### src/rtl/seg_text_buffer.sv
// Eight-digit scrolling text buffer for a seven-segment display, with backspace,
// a digit-at-a-time clear sequence and a blinking cursor on the rightmost decimal point.
module seg_text_buffer #(
   parameter int BLINK_CYCLES = 50000000
) (
   input  logic        clk,
   input  logic        rst,
   input  logic [5:0]  char_code,
   input  logic        char_valid,
   output logic        char_ready,
   input  logic        bksp,
   input  logic        clr,
   input  logic        cursor_en,
   output logic [63:0] seg_in,
   output logic [3:0]  char_cnt
);

   localparam int BW = (BLINK_CYCLES > 2) ? $clog2(BLINK_CYCLES) : 1;

   typedef enum logic {IDLE, CLEAR} state_t;

   state_t          state;
   state_t          next_state;
   logic [63:0]     disp_q;
   logic [3:0]      cnt_q;
   logic [2:0]      clr_idx;
   logic [BW-1:0]   blink_cnt;
   logic            blink_phase;
   logic [7:0]      enc_byte;

   // Segment patterns as {a,b,c,d,e,f,g,dp}; dp is never lit by a character.
   function automatic logic [7:0] encode(input logic [5:0] code);
      logic [7:0] pat;
      case (code)
         6'd0:  pat = 8'hFC;  6'd1:  pat = 8'h60;  6'd2:  pat = 8'hDA;
         6'd3:  pat = 8'hF2;  6'd4:  pat = 8'h66;  6'd5:  pat = 8'hB6;
         6'd6:  pat = 8'hBE;  6'd7:  pat = 8'hE0;  6'd8:  pat = 8'hFE;
         6'd9:  pat = 8'hF6;  6'd10: pat = 8'hEE;  6'd11: pat = 8'h3E;
         6'd12: pat = 8'h9C;  6'd13: pat = 8'h7A;  6'd14: pat = 8'h9E;
         6'd15: pat = 8'h8E;  6'd16: pat = 8'hBC;  6'd17: pat = 8'h6E;
         6'd18: pat = 8'h0C;  6'd19: pat = 8'h78;  6'd20: pat = 8'hAE;
         6'd21: pat = 8'h1C;  6'd22: pat = 8'hA8;  6'd23: pat = 8'h2A;
         6'd24: pat = 8'h3A;  6'd25: pat = 8'hCE;  6'd26: pat = 8'hE6;
         6'd27: pat = 8'h0A;  6'd28: pat = 8'hB6;  6'd29: pat = 8'h1E;
         6'd30: pat = 8'h7C;  6'd31: pat = 8'h38;  6'd32: pat = 8'h54;
         6'd33: pat = 8'h6E;  6'd34: pat = 8'h76;  6'd35: pat = 8'hDA;
         6'd36: pat = 8'h00;
         default: pat = 8'h02;
      endcase
      return pat;
   endfunction

   assign enc_byte = encode(char_code);
   assign char_cnt = cnt_q;

   always_ff @(posedge clk or negedge rst) begin
      if (!rst) begin
         state <= IDLE;
      end else begin
         state <= next_state;
      end
   end

   always_comb begin
      next_state = state;
      case (state)
         IDLE:    if (clr) next_state = CLEAR;
         CLEAR:   if (clr_idx == 3'd7) next_state = IDLE;
         default: next_state = IDLE;
      endcase
   end

   always_comb begin
      char_ready = (state == IDLE);
      seg_in     = disp_q;
      seg_in[0]  = cursor_en && (state == IDLE) && blink_phase;
   end

   // Request priority in IDLE is clr, then bksp, then char_valid; losers are dropped.
   always_ff @(posedge clk or negedge rst) begin
      if (!rst) begin
         disp_q  <= 64'h0;
         cnt_q   <= 4'd0;
         clr_idx <= 3'd0;
      end else begin
         case (state)
            IDLE: begin
               if (clr) begin
                  cnt_q   <= 4'd0;
                  clr_idx <= 3'd0;
               end else if (bksp) begin
                  if (cnt_q != 4'd0) begin
                     disp_q <= {8'h00, disp_q[63:8]};
                     cnt_q  <= cnt_q - 4'd1;
                  end
               end else if (char_valid) begin
                  disp_q <= {disp_q[55:0], enc_byte};
                  if (cnt_q != 4'd8) begin
                     cnt_q <= cnt_q + 4'd1;
                  end
               end
            end
            CLEAR: begin
               disp_q[{clr_idx, 3'b000} +: 8] <= 8'h00;
               clr_idx                        <= clr_idx + 3'd1;
            end
            default: begin
               clr_idx <= 3'd0;
            end
         endcase
      end
   end

   // Free-running half-period counter for the cursor, independent of the FSM.
   always_ff @(posedge clk or negedge rst) begin
      if (!rst) begin
         blink_cnt   <= '0;
         blink_phase <= 1'b0;
      end else if (blink_cnt == BW'(BLINK_CYCLES - 1)) begin
         blink_cnt   <= '0;
         blink_phase <= ~blink_phase;
      end else begin
         blink_cnt <= blink_cnt + 1'b1;
      end
   end

endmodule

### config.mk
export PLATFORM = sky130hd
export DESIGN_NAME = seg_text_buffer
export DESIGN_NICKNAME = d
export VERILOG_FILES = /design/src/rtl/seg_text_buffer.sv
export SDC_FILE = /design/constraint.sdc
export NUM_CORES = 1
export LEC_CHECK = 0
export CAP_MARGIN = 40
export CORE_MARGIN = 5
export CORE_UTILIZATION = 36
export CTS_CLUSTER_DIAMETER = 150
export DETAILED_ROUTE_END_ITERATION = 8
export DONT_BUFFER_PORTS = 1
export SLEW_MARGIN = 20
export SYNTH_ARGS = -nofsm -noshare
export SYNTH_HDL_FRONTEND = slang
export SYNTH_SLANG_ARGS = --single-unit
### constraint.sdc
create_clock -name clk -period 2.51 [get_ports clk]
set_input_delay 0.1255 -clock clk [delete_from_list [all_inputs] [get_ports clk]]
set_output_delay 0.1255 -clock clk [all_outputs]
set_load 0.005 [all_outputs]
==> flow_metrics.tcl, run 1 <==
set metrics [dict create \
    status "finished, final reports clean" \
    hp-class "in -> reg" \
    antenna_found_initial 0 \
    power.total_mw 4.68 \
    synth_async_sr_flop_share_pct 100 \
    place_inst 760 \
    synthFlopType "dfrtp_1" \
    max-cap-violations 0 \
    grtUsageTotal_pct 15.0 \
    drc 0 \
    netlist_top_cells_area "dfrtp_1 (41%), mux2i_1 (8.2%), buf_4 (7.9%), o31ai_1 (6.4%), nand2_1 (5.4%)" \
    rows 47 \
    synthesis.nets 652 \
    drt.antenna.violating_nets 0 \
    wl_um 14400 \
    hold_viol_final 0 \
    via_per_inst 5.45 \
    yosys.area.top_type "dfrtp_1" \
    grt_pass1_wl_um 23700 \
    grt_max_degree 100 \
    synth_commonest_cells "dfrtp_1 (99), nand2_1 (86), buf_4 (63)" \
    rsz0062_at_grt "false" \
    finClkSkew_ns 0.0100 \
    syn_inst 624 \
    critPathKind "reg -> reg" \
    num_antenna_cells 0 \
    port_buffers 0 \
    vias 4259 \
    design_area_mm2 0.00617 \
    synth_edf_count 0 \
    fin_nets 584 \
    drtIter0Drc 316 \
    drive_gt1_share_pct 8.73 \
    yosysSeqAreaShare_pct 41.2 \
    first_global_vias 4098 \
    min_period_ns 2.14 \
    cp.required_ns 2.72 \
    path_max_fanout 9 \
    die_y_um 139 \
    leakage_nw 2.66 \
    slew_violations 0 \
    place_ws_ns 0.414 \
    synth-seq-cells 99 \
    critPathLaunchType "flop" \
    tns_ns 0 \
    synth.distinct_cells 62 \
    netlist_area_mm2 0.00601 \
    cts_buffers 9 \
    cts_root_buf "clkbuf_16" \
    period_share_pct 85.4 \
    finalNonFillerCells 781 \
    clk_pin_slew_ns 0.07 \
    tightest_slew_ns 0.615 \
    die_w_um 139 \
    cts_buffer_depth 2 \
    syn2layout_area_growth_pct 2.60 \
    clkLatencyLatePin_ns 0.35 \
    setup_viol 0 \
    coreArea_mm2 0.0165 \
    place.gp.congestion 0.907 \
    yosysMostFrequentCell "dfrtp_1" \
    cts_num_sinks 99 \
    cts_tree "done" \
    slew_headroom_pct 57.9 \
    start_util_pct 36.5 \
    powerDensity_mw_per_mm2 759 \
    dpl_cell_area_mm2 0.00577 \
    ios 81 \
    syn_avg_cell_area_um2 9.63 \
    grt_overflow_total 0 \
    place_hpwl_um 10000 \
    ys_warn_count 0 \
    cp.arrival_ns 2.35 \
    ir_worst_vdd_uv 336 \
    crit_path_end_kind "flop" \
    dr.pass1.iters 5 \
    fmax_mhz 466 \
    r2r-start "clr_idx[0]" \
    dieArea_mm2 0.0194 \
    synth_top_area_share_pct 41.2 \
    cp-startpoint "clr_idx[0]" \
    timing.final.ws_setup_ns 0.366 \
    wire_per_inst_um 18.5 \
    cts_htree_levels 3 \
    hold_path.startpoint "bksp" \
]
[critical path, stage by stage, from the launching register on]
cell	delay, ns
dfrtp_1	0.51
inv_1	0.09
ha_1	0.21
ha_1	0.33
nor3b_1	0.38
a31oi_1	0.14
buf_4	0.20
nand2_1	0.07
o31ai_1	0.07
[sequential cells by signal (all words and copies together) (netlist names)]
signal       cells
disp_q          64
blink_cnt       26
blink_phase      1
clr_idx          3
state            1
char_cnt         4
[worst paths after layout]
kind                            endpoint  slack (ns)  cells after the start
min                          char_cnt[3]        0.02                      3
max in group asynchronous     clr_idx[0]        1.73                      2
max                           disp_q[44]        0.37                      8
min reg2reg                  blink_phase        0.47                      1
min in group asynchronous  blink_cnt[17]        0.34                      2
max reg2reg                   disp_q[44]        0.37                      8
[metrics by stage]
| step | utilization (%) | hold WS [ns] |
|---|---|---|
| CTS | 37.4 | 0.00262 |
| floorplan | - | -0.170 |
| finish | 37.4 | 0.0207 |
| detailed placement | 35.0 | -0.165 |
| global placement | 35.0 | -0.165 |
| global route | 37.4 | 0.0247 |
[routing by layer]
metal  share of wire [%]  vias to the layer above  track usage, %
met4                 1.3                        0            5.46
met2                  46                      116            22.8
met3                 7.7                       13            5.03
met1                  45                     2087            19.8
met5                   0                        -               0
li1                    -                     2043               -
[cell usage in the layout, fill, tap and decap left out, types with 3 or more instances in the layout]
cell | synthesis | final
a21oi_1 | 13 | 13
dlygate4sd3_1 | 0 | 4
mux2i_1 | 49 | 49
dfrtp_1 | 99 | 98
nor3_1 | 7 | 7
o21ai_0 | 26 | 26
nor2b_1 | 4 | 4
xor2_1 | 14 | 14
ha_1 | 15 | 15
a311oi_1 | 4 | 4
nor2_1 | 34 | 34
nor3b_1 | 3 | 3
a31oi_1 | 8 | 8
nand2_1 | 86 | 85
clkbuf_16 | 0 | 9
xnor2_1 | 10 | 10
nand2b_1 | 4 | 4
and3_1 | 6 | 6
nand4_1 | 7 | 7
buf_4 | 63 | 10
inv_1 | 11 | 11
o31ai_1 | 51 | 51
o211ai_1 | 7 | 7
a22oi_1 | 3 | 3
nand3_1 | 22 | 22
[logic make-up (layout without fill, tap and decap cells)]
group           count (synthesis)  count (layout)  share of synthesized area, %
simple gates                  195             195                          16.4
mux                            51              51                          8.54
xor+xnor                       24              24                          3.50
fa+ha+maj                      16              16                          3.46
buf+inv                       106              43                          11.0
compound gates                133             133                          15.9
flops                          99              99                          41.2
[final cells by class]
type,count,area (um^2)
inverters,11,41.3
clock inverters,6,93.8
well taps,220,275
flip-flops and latches,99,2480
repair buffers,16,163
multi-input cells,419,2880
fillers,1623,10300
clock buffers,10,239
[timing repair]
item,CTS,global route
hold buffers,5,0
resized for setup,0,0
setup buffers,0,0
hold endpoints to repair,108,0
[report_power, final]
part           leakage (nW)  switching [mW]  internal [mW]
clock network         0.165           0.638          0.914
logic                  1.15           0.745          0.426
registers              1.34           0.243           1.72
Note: power is estimated with default switching activity, not from simulation.
==> run 2: changes to the inputs <==
--- a/config.mk
+++ b/config.mk
@@ -6,11 +6,13 @@
 export NUM_CORES = 1
 export LEC_CHECK = 0
 export CAP_MARGIN = 40
+export CORE_ASPECT_RATIO = 0.8
 export CORE_MARGIN = 5
 export CORE_UTILIZATION = 36
 export CTS_CLUSTER_DIAMETER = 150
 export DETAILED_ROUTE_END_ITERATION = 8
 export DONT_BUFFER_PORTS = 1
+export HOLD_SLACK_MARGIN = 0.12
 export SLEW_MARGIN = 20
 export SYNTH_ARGS = -nofsm -noshare
 export SYNTH_HDL_FRONTEND = slang
==> run 2 against run 1 <==
Against the previous run: worst hold slack improved by 0.13 ns; global-route usage rose by 0.52 points; routed wire length rose by 1.7%; largest cell class unchanged.
==> flow_metrics.tcl, run 2 (synthesis results as in run 1) <==
set metrics [dict create \
    ir_worst_vdd_uv 334 \
    coreArea_mm2 0.0164 \
    cts_htree_levels 3 \
    cp.arrival_ns 2.36 \
    period_share_pct 84.4 \
    wire_per_inst_um 18.6 \
    tightest_slew_ns 0.606 \
    slew_headroom_pct 59.5 \
    place_inst 758 \
    powerDensity_mw_per_mm2 754 \
    via_per_inst 5.43 \
    ios 81 \
    setup_viol 0 \
    postCtsSetupBuffers 0 \
    path_cells "inv_1, ha_1, ha_1, nor2_1, nand4_1, a32o_1" \
    fin_nets 590 \
    start_util_pct 36.5 \
    critPathLaunchType "flop" \
    cts_num_sinks 99 \
    port_buffers 0 \
    finClkSkew_ns 0.0123 \
    cp.required_ns 2.75 \
    dieArea_mm2 0.0194 \
    largest_reg_flops 64 \
    antenna_found_initial 0 \
    first_global_vias 4384 \
    cts_buffer_depth 2 \
    dr.pass1.iters 5 \
    grt_overflow_total 0 \
    cp_common_cell "ha_1" \
    place_hpwl_um 9750 \
    critPathKind "reg -> reg" \
    grtUsageTotal_pct 15.5 \
    critical_path.slowest_cell "dfrtp_1" \
    path_max_fanout 9 \
    die_y_um 126 \
    clkLatencyLatePin_ns 0.36 \
    wl_um 14700 \
    grt_max_degree 100 \
    tns_ns 0 \
    cpLargestDelayFamily "adder cells" \
    rsz0062_at_grt "false" \
    top_register "disp_q" \
    syn2layout_area_growth_pct 3.83 \
    cts_tree "done" \
    cts_root_buf "clkbuf_16" \
    leakage_nw 2.68 \
    holdWs_ns 0.147 \
    grt_pass1_wl_um 24400 \
    drt.antenna.violating_nets 0 \
    timing.final.ws_setup_ns 0.392 \
    place.gp.congestion 0.856 \
    hold_viol_final 0 \
    rows 42 \
    fin_util_pct 37.9 \
    fmax_mhz 472 \
    die_w_um 154 \
    clk_pin_slew_ns 0.07 \
    drc 0 \
    hp-class "in -> reg" \
    final_common_cell "dfrtp_1" \
    place_ws_ns 0.266 \
    status "finished, final reports clean" \
    drtIter0Drc 350 \
    crit_buf_inv 1 \
    max-cap-violations 0 \
    slew_violations 0 \
    num_antenna_cells 0 \
    slowest_delay_ns 0.52 \
    mostFrequentLayoutCells "dfrtp_1 (98), nand2_1 (85), o31ai_1 (51)" \
    min_period_ns 2.12 \
    crit_path_end_kind "flop" \
    cts_buffers 9 \
    finalNonFillerCells 787 \
    vias 4276 \
    drive_gt1_share_pct 8.47 \
]
==> run 2: changes by cell type in the layout (fill, tap and decap cells not counted) <==
| cell | before | now |
|---|---|---|
| dlygate4sd3_1 | 4 | 10 |
| buf_4 | 10 | 8 |
| clkinv_4 | 0 | 2 |
| buf_16 | 1 | 2 |
| clkbuf_1 | 0 | 1 |
| clkbuf_4 | 0 | 1 |
| clkbuf_8 | 1 | 0 |
| clkinv_2 | 1 | 0 |
| inv_6 | 2 | 1 |
==> run 2: worst paths after layout <==
check	startpoint	slack (ns)	cells past startpoint	endpoint
max reg2reg	clr_idx[0]	0.39	6	disp_q[3]
min	char_code[4]	0.15	3	disp_q[1]
min in group asynchronous	rst	0.36	2	disp_q[11]
min reg2reg	blink_phase	0.48	1	blink_phase
max	clr_idx[0]	0.39	6	disp_q[3]
max in group asynchronous	rst	1.74	2	blink_cnt[6]
==> run 2: worst register-to-register path: cells and delay by family, from the launching register on <==
family,cells,cell delay (ns)
fa+ha+maj,2,0.54
flops,1,0.52
simple gates,2,0.47
compound gates,1,0.40
buf+inv,1,0.08
==> run 2: final cells by class <==
class / instances / area (um^2)
sequential: 99 / 2480
clock buffer: 10 / 229
inverter: 11 / 41.3
clock inverter: 6 / 97.6
timing repair buffer: 22 / 243
multi-input combinational: 419 / 2880
tap: 220 / 275
fill: 1585 / 10200
==> run 2: through the flow <==
stage               power (mW)  instance area (um^2)
global placement          3.06                  5750
CTS                       4.75                  6220
global route              4.99                  6240
floorplan                 2.83                  6010
finish                    4.71                  6240
detailed placement        3.12                  5750
==> run 2: metal layers <==
layer / up-vias / part of all wire [%] / track usage (%)
li1: 2043 / - / -
met1: 2137 / 45 / 20.1
met2: 87 / 48 / 25.0
met3: 9 / 6.5 / 5.87
met4: 0 / 0.72 / 2.75
met5: - / 0 / 0
==> run 2: what timing repair did <==
item,in CTS,in global routing
hold buffers,11,1
resized for setup,0,0
hold endpoints to repair,161,1
==> run 2: report_power, final <==
group / internal [mW] / total (mW) / switching [mW]
combinational: 0.435 / 1.22 / 0.783
sequential: 1.72 / 1.96 / 0.246
clock: 0.888 / 1.53 / 0.638
